==> config.mk <==
export PLATFORM = sky130hd
export DESIGN_NAME = boardman_tx_arbiter
export DESIGN_NICKNAME = d
export VERILOG_FILES = /design/src/rtl/boardman_tx_arbiter.sv
export SDC_FILE = /design/constraint.sdc
export NUM_CORES = 1
export LEC_CHECK = 0
export ABC_AREA = 1
export CAP_MARGIN = 20
export CORE_UTILIZATION = 30
export DETAILED_ROUTE_END_ITERATION = 6
export DONT_BUFFER_PORTS = 1
export GPL_TIMING_DRIVEN = 0
export SYNTH_ARGS = -nofsm -noshare
export SYNTH_HDL_FRONTEND = slang
export SYNTH_SLANG_ARGS = --single-unit
==> constraint.sdc <==
create_clock -name clk -period 1.75 [get_ports clk]
set_clock_uncertainty 0.05 [all_clocks]
set_input_delay 0.35 -clock clk [delete_from_list [all_inputs] [get_ports clk]]
set_output_delay 0.35 -clock clk [all_outputs]
set_load 0.1 [all_outputs]
==> src/rtl/boardman_tx_arbiter.sv <==
// boardman_tx_arbiter
//   Packet-granular arbiter that shares the COBS encoder / UART TX path
//   between two 8-bit AXI4-Stream packet sources. Whole packets are never
//   interleaved, packets longer than MAX_LEN are cut (forced tlast, tail
//   discarded) and a flush pulse drops a half-sent packet cleanly.
//
// Ports
//   clk, rst            clock, asynchronous active-high reset
//   flush               single-cycle abort pulse
//   s_axis_tx0_*        source 0 (tdata/tvalid/tready/tlast)
//   s_axis_tx1_*        source 1 (tdata/tvalid/tready/tlast)
//   m_axis_tx_*         output stream towards the encoder
//   active              a packet is granted (PASS or DISCARD)
//   grant               granted / last-granted port index
//   trunc_count         saturating count of truncated packets
//   abort_count         saturating count of flushed packets
//
// Parameters
//   MAX_LEN             maximum bytes per output packet (2..65535)
//   PRIORITY_MODE       0 = round-robin, 1 = port 0 always wins

module boardman_tx_arbiter #(
  parameter int unsigned MAX_LEN       = 256,
  parameter int unsigned PRIORITY_MODE = 0
) (
  input  logic       clk,
  input  logic       rst,
  input  logic       flush,
  input  logic [7:0] s_axis_tx0_tdata,
  input  logic       s_axis_tx0_tvalid,
  output logic       s_axis_tx0_tready,
  input  logic       s_axis_tx0_tlast,
  input  logic [7:0] s_axis_tx1_tdata,
  input  logic       s_axis_tx1_tvalid,
  output logic       s_axis_tx1_tready,
  input  logic       s_axis_tx1_tlast,
  output logic [7:0] m_axis_tx_tdata,
  output logic       m_axis_tx_tvalid,
  input  logic       m_axis_tx_tready,
  output logic       m_axis_tx_tlast,
  output logic       active,
  output logic       grant,
  output logic [7:0] trunc_count,
  output logic [7:0] abort_count
);

  typedef enum logic [1:0] {
    IDLE    = 2'd0,
    PASS    = 2'd1,
    DISCARD = 2'd2
  } state_t;

  localparam logic [15:0] LAST_IDX = 16'(MAX_LEN - 1);

  state_t      r_state, w_state_nxt;
  logic        r_grant, w_grant_nxt;
  logic [15:0] r_cnt,   w_cnt_nxt;
  logic [7:0]  r_trunc, w_trunc_nxt;
  logic [7:0]  r_abort, w_abort_nxt;

  // Granted source, muxed once and shared by both combinational processes
  logic [7:0] w_tdata;
  logic       w_tvalid;
  logic       w_tlast;
  logic       w_at_max;
  logic       w_winner;
  logic       w_other_valid;
  logic       w_tready_g;

  always_comb begin
    w_tdata  = r_grant ? s_axis_tx1_tdata  : s_axis_tx0_tdata;
    w_tvalid = r_grant ? s_axis_tx1_tvalid : s_axis_tx0_tvalid;
    w_tlast  = r_grant ? s_axis_tx1_tlast  : s_axis_tx0_tlast;
    w_at_max = (r_cnt == LAST_IDX);
  end

  // Round-robin: the port that did not win last time goes first if it is
  // asking; otherwise the only requester is the last-granted port itself.
  always_comb begin
    w_other_valid = r_grant ? s_axis_tx0_tvalid : s_axis_tx1_tvalid;
    if (PRIORITY_MODE == 1) begin
      w_winner = ~s_axis_tx0_tvalid;
    end else begin
      w_winner = w_other_valid ? ~r_grant : r_grant;
    end
  end

  // State register
  always_ff @(posedge clk or posedge rst) begin
    if (rst) begin
      r_state <= IDLE;
      r_grant <= 1'b1;
      r_cnt   <= '0;
      r_trunc <= '0;
      r_abort <= '0;
    end else begin
      r_state <= w_state_nxt;
      r_grant <= w_grant_nxt;
      r_cnt   <= w_cnt_nxt;
      r_trunc <= w_trunc_nxt;
      r_abort <= w_abort_nxt;
    end
  end

  // Next-state logic
  always_comb begin
    w_state_nxt = r_state;
    w_grant_nxt = r_grant;
    w_cnt_nxt   = r_cnt;
    w_trunc_nxt = r_trunc;
    w_abort_nxt = r_abort;
    unique case (r_state)
      IDLE: begin
        if (!flush && (s_axis_tx0_tvalid || s_axis_tx1_tvalid)) begin
          w_state_nxt = PASS;
          w_grant_nxt = w_winner;
          w_cnt_nxt   = '0;
        end
      end
      PASS: begin
        if (flush) begin
          w_state_nxt = DISCARD;
          w_cnt_nxt   = '0;
          if (r_abort != 8'hFF) w_abort_nxt = r_abort + 8'd1;
        end else if (w_tvalid && m_axis_tx_tready) begin
          w_cnt_nxt = r_cnt + 16'd1;
          // Source tlast is checked first so an exact-MAX_LEN packet is
          // not counted as a truncation.
          if (w_tlast) begin
            w_state_nxt = IDLE;
          end else if (w_at_max) begin
            w_state_nxt = DISCARD;
            if (r_trunc != 8'hFF) w_trunc_nxt = r_trunc + 8'd1;
          end
        end
      end
      DISCARD: begin
        if (!flush && w_tvalid && w_tlast) w_state_nxt = IDLE;
      end
      default: w_state_nxt = IDLE;
    endcase
  end

  // Output logic
  always_comb begin
    w_tready_g       = 1'b0;
    m_axis_tx_tdata  = w_tdata;
    m_axis_tx_tvalid = 1'b0;
    m_axis_tx_tlast  = 1'b0;
    unique case (r_state)
      PASS: begin
        m_axis_tx_tvalid = w_tvalid && !flush;
        m_axis_tx_tlast  = w_tlast || w_at_max;
        w_tready_g       = m_axis_tx_tready && !flush;
      end
      // tready is held low during a flush here too, so a beat is never
      // consumed in a cycle whose state transition is suppressed.
      DISCARD: w_tready_g = !flush;
      default: w_tready_g = 1'b0;
    endcase
    s_axis_tx0_tready = w_tready_g && !r_grant;
    s_axis_tx1_tready = w_tready_g &&  r_grant;
  end

  assign active      = (r_state != IDLE);
  assign grant       = r_grant;
  assign trunc_count = r_trunc;
  assign abort_count = r_abort;

endmodule

==> results.ini <==
[sta]
whs_ns=0.0212
rsz0062_at_grt=true
hold_violations=0
post-route-min-period_ns=2.30
slew_headroom_pct=49.2
fin_ws_ns=-0.553
setup_tns_ns=-9.18
timing.final.crit_share_pct=132
setup_viol=39
tightestPinTransition_ns=0.764
slew_violations=0
fmax_ghz=0.434

[synthesis]
ys_ff_latch=35
synth-edff-count=0
yosysTopAreaCell=dfrtp_1
ys_types=29
synthFlopType=dfrtp_1
synth_top_area_share_pct=36.5
ys_warn_count=0
synth_cells=326
syn_nets=357
yosysMostFrequentCell=nand2_1
async_flop_share_pct=100
synth_area_sq_um=2330
synth_area_per_cell_sq_um=7.15
ys_seq_area_share_pct=37.6
synthTopCellsByCount=nand2_1 (112), dfrtp_1 (34), inv_1 (34), nand3_1 (34), nor2_1 (31)
yosys-top-cells-area=dfrtp_1 (36%), nand2_1 (18%), nand3_1 (7.3%), inv_1 (5.5%), nor2_1 (5.0%)

[clock_tree]
cts_made_buffers=5
postCtsHoldBufs=0
clock_path_buffers=2
h-tree-depth=2
cts-root-buf=clkbuf_8
cts_tree=done
clkLatencyLatePin_ns=0.29
clkTransAtPathRegs_ns=0.08
clock_sinks=35

[die]
die-area_sq_um=8130
core_area_sq_um=7370
initial_utilization_pct=31.6
boundaryPins=54
die_y_microns=90.2
die_x_microns=90.2
rows=31

[worst_setup_path]
crit_chain=nand2_1 -> nor2_1 -> nand2_4 -> inv_6 -> nand2_8 -> a31oi_4
worstPathArrival_ns=1.90
cp_max_fo=6
r2r_setup_slack_ns=-0.23
slowest_stage=a31oi_4
r2r_end=r_cnt[15]
startpoint_type=register
crit-reg2reg-launch=grant
path_delay_family=compound AO/OA/AOI/OAI gates
r2r_cells=9
slowest_delay_ns=0.63
cp.buffers_inverters=1
required_ns=1.35
criticalPathCategory=register to primary output
endpoint_kind=primary output
worstSetupStartpoint=r_cnt[7]

[power_and_ir_drop]
power.share.clock_pct=14.3
p_total_mw=6.11
seq_power_share_pct=25.9
p_sw_mw=3.29
p_comb_share_pct=59.7
power.internal_mw=2.82
irDropWorstVdd_mv=0.532
swShare_pct=53.9
p_per_area_nw_per_um2=1670
p_leak_nw=1.62

[layout]
antenna_cells=0
fin_nets=397
drive_above_1_share_pct=42.5
syn2layout_area_growth_pct=56.5
final_area_sq_um=3650

[placed_design]
io_buffers=0
place_area_sq_um=2780
post-place-ws_ns=-0.369
routabilityCongestion=0.820
hpwl_mm=4.05

[grt]
grtUsageTotal_pct=15.5
grt_max_degree=36
grt_pass1_vias=2130
antenna_found_initial=0
grt_overflow=0
grt_first_pass_wirelength_mm=10.2

[hold_path]
min_path_type=input pin to asynchronous set/reset pin

[detailed_routing]
dr.pass1.iters=4
wl_per_cell_microns=14.1
drtAntennaViolNets=0
detail_route.vias_per_cell=4.85
drt_wl_total_mm=6.55
vias=2261
drtIter0Drc=86
drc=0

[run]
maxCapViolations=0

[outcome]
failed_checks=negative setup slack
status=complete, but fails checks

-- flip-flops by register name, summed over array words and instances (netlist names) --
register / cells
grant: 1
trunc_count: 8
r_state: 2
r_cnt: 16
abort_count: 8
-- how the worst max path moves through the flow --
stage	slack (ns)	depth (start not counted)	to
after floorplan	-0.21	7	m_axis_tx_tlast
after global placement	-0.38	7	m_axis_tx_tvalid
after detailed placement	-0.37	7	m_axis_tx_tvalid
after CTS	-0.53	5	s_axis_tx0_tready
after global routing	-0.63	6	m_axis_tx_tlast
final	-0.55	6	m_axis_tx_tlast
-- kinds of logic (layout without fill, tap and decap cells) --
group	Yosys count	count (layout)	synth area share [%]
AO/OA/AOI/OAI	19	19	4.83
buffers and inverters	44	85	8.21
flip-flops	35	35	37.6
AND/OR/NAND/NOR	206	206	40.0
adder cells (fa/ha/maj)	7	7	3.76
XOR/XNOR	15	15	5.63
-- layout make-up --
| cell class | count | area, sq um |
|---|---|---|
| fill | 689 | 3720 |
| multi-input combinational | 247 | 1940 |
| sequential | 35 | 920 |
| timing repair buffer | 34 | 318 |
| inverter | 39 | 163 |
| tap | 99 | 124 |
| clock buffer | 6 | 72.6 |
| clock inverter | 2 | 60.1 |
| buffer | 4 | 56.3 |
-- power by group through the flow --
stage          Combinational [mW]  Sequential (mW)  Clock, mW
2_1_floorplan                2.24             1.54          0
3_3_place_gp                 2.47             1.57          0
3_5_place_dp                 2.49             1.57          0
4_1_cts                      2.96             1.57      0.905
5_1_grt                      3.86             1.60      0.940
6_report                     3.65             1.58      0.877
-- worst reg2reg max path: cells and delay by family, from the launching register on --
kind / cells / cell delay, ns
AOI/OAI and AO/OA: 2 / 0.31
buffers and inverters: 3 / 0.37
DFF: 1 / 0.86
and+or+nand+nor: 4 / 0.29
-- routing by layer --
metal  vias to the layer above  GRT usage, %  wire, microns
li1                       1113             -              -
met2                        48          28.0           3650
met5                         -             0              0
met1                      1096          17.7           2540
met3                         4          5.08            316
met4                         0          3.36             42
-- placed cells by master (no fill, tap or decap), drive strengths merged --
cell / count
xnor2: 5
o21ai: 7
nand2: 118
nand3b: 2
and2: 2
bufinv: 2
o21bai: 1
a31oi: 2
a41o: 1
clkbuf: 7
buf: 37
xor2: 10
ha: 7
nand3: 35
inv: 38
nor2: 36
dfstp: 1
clkinvlp: 1
nor3: 3
dfrtp: 34
a21oi: 8
nand4: 10
-- per-stage QoR --
step	instances	util (%)
5_1_grt	466	49.5
3_5_place_dp	425	37.7
6_report	466	49.5
2_1_floorplan	326	-
3_3_place_gp	425	37.7
4_1_cts	455	44.5
-- what timing repair did --
action	4_1_cts	5_1_grt
cloned	0	2
pin swaps	18	30
resized for setup	40	54
buffers inserted	23	9
endpoints found under the setup margin	44	44
No activity file was read; power rests on OpenSTA's default activity.
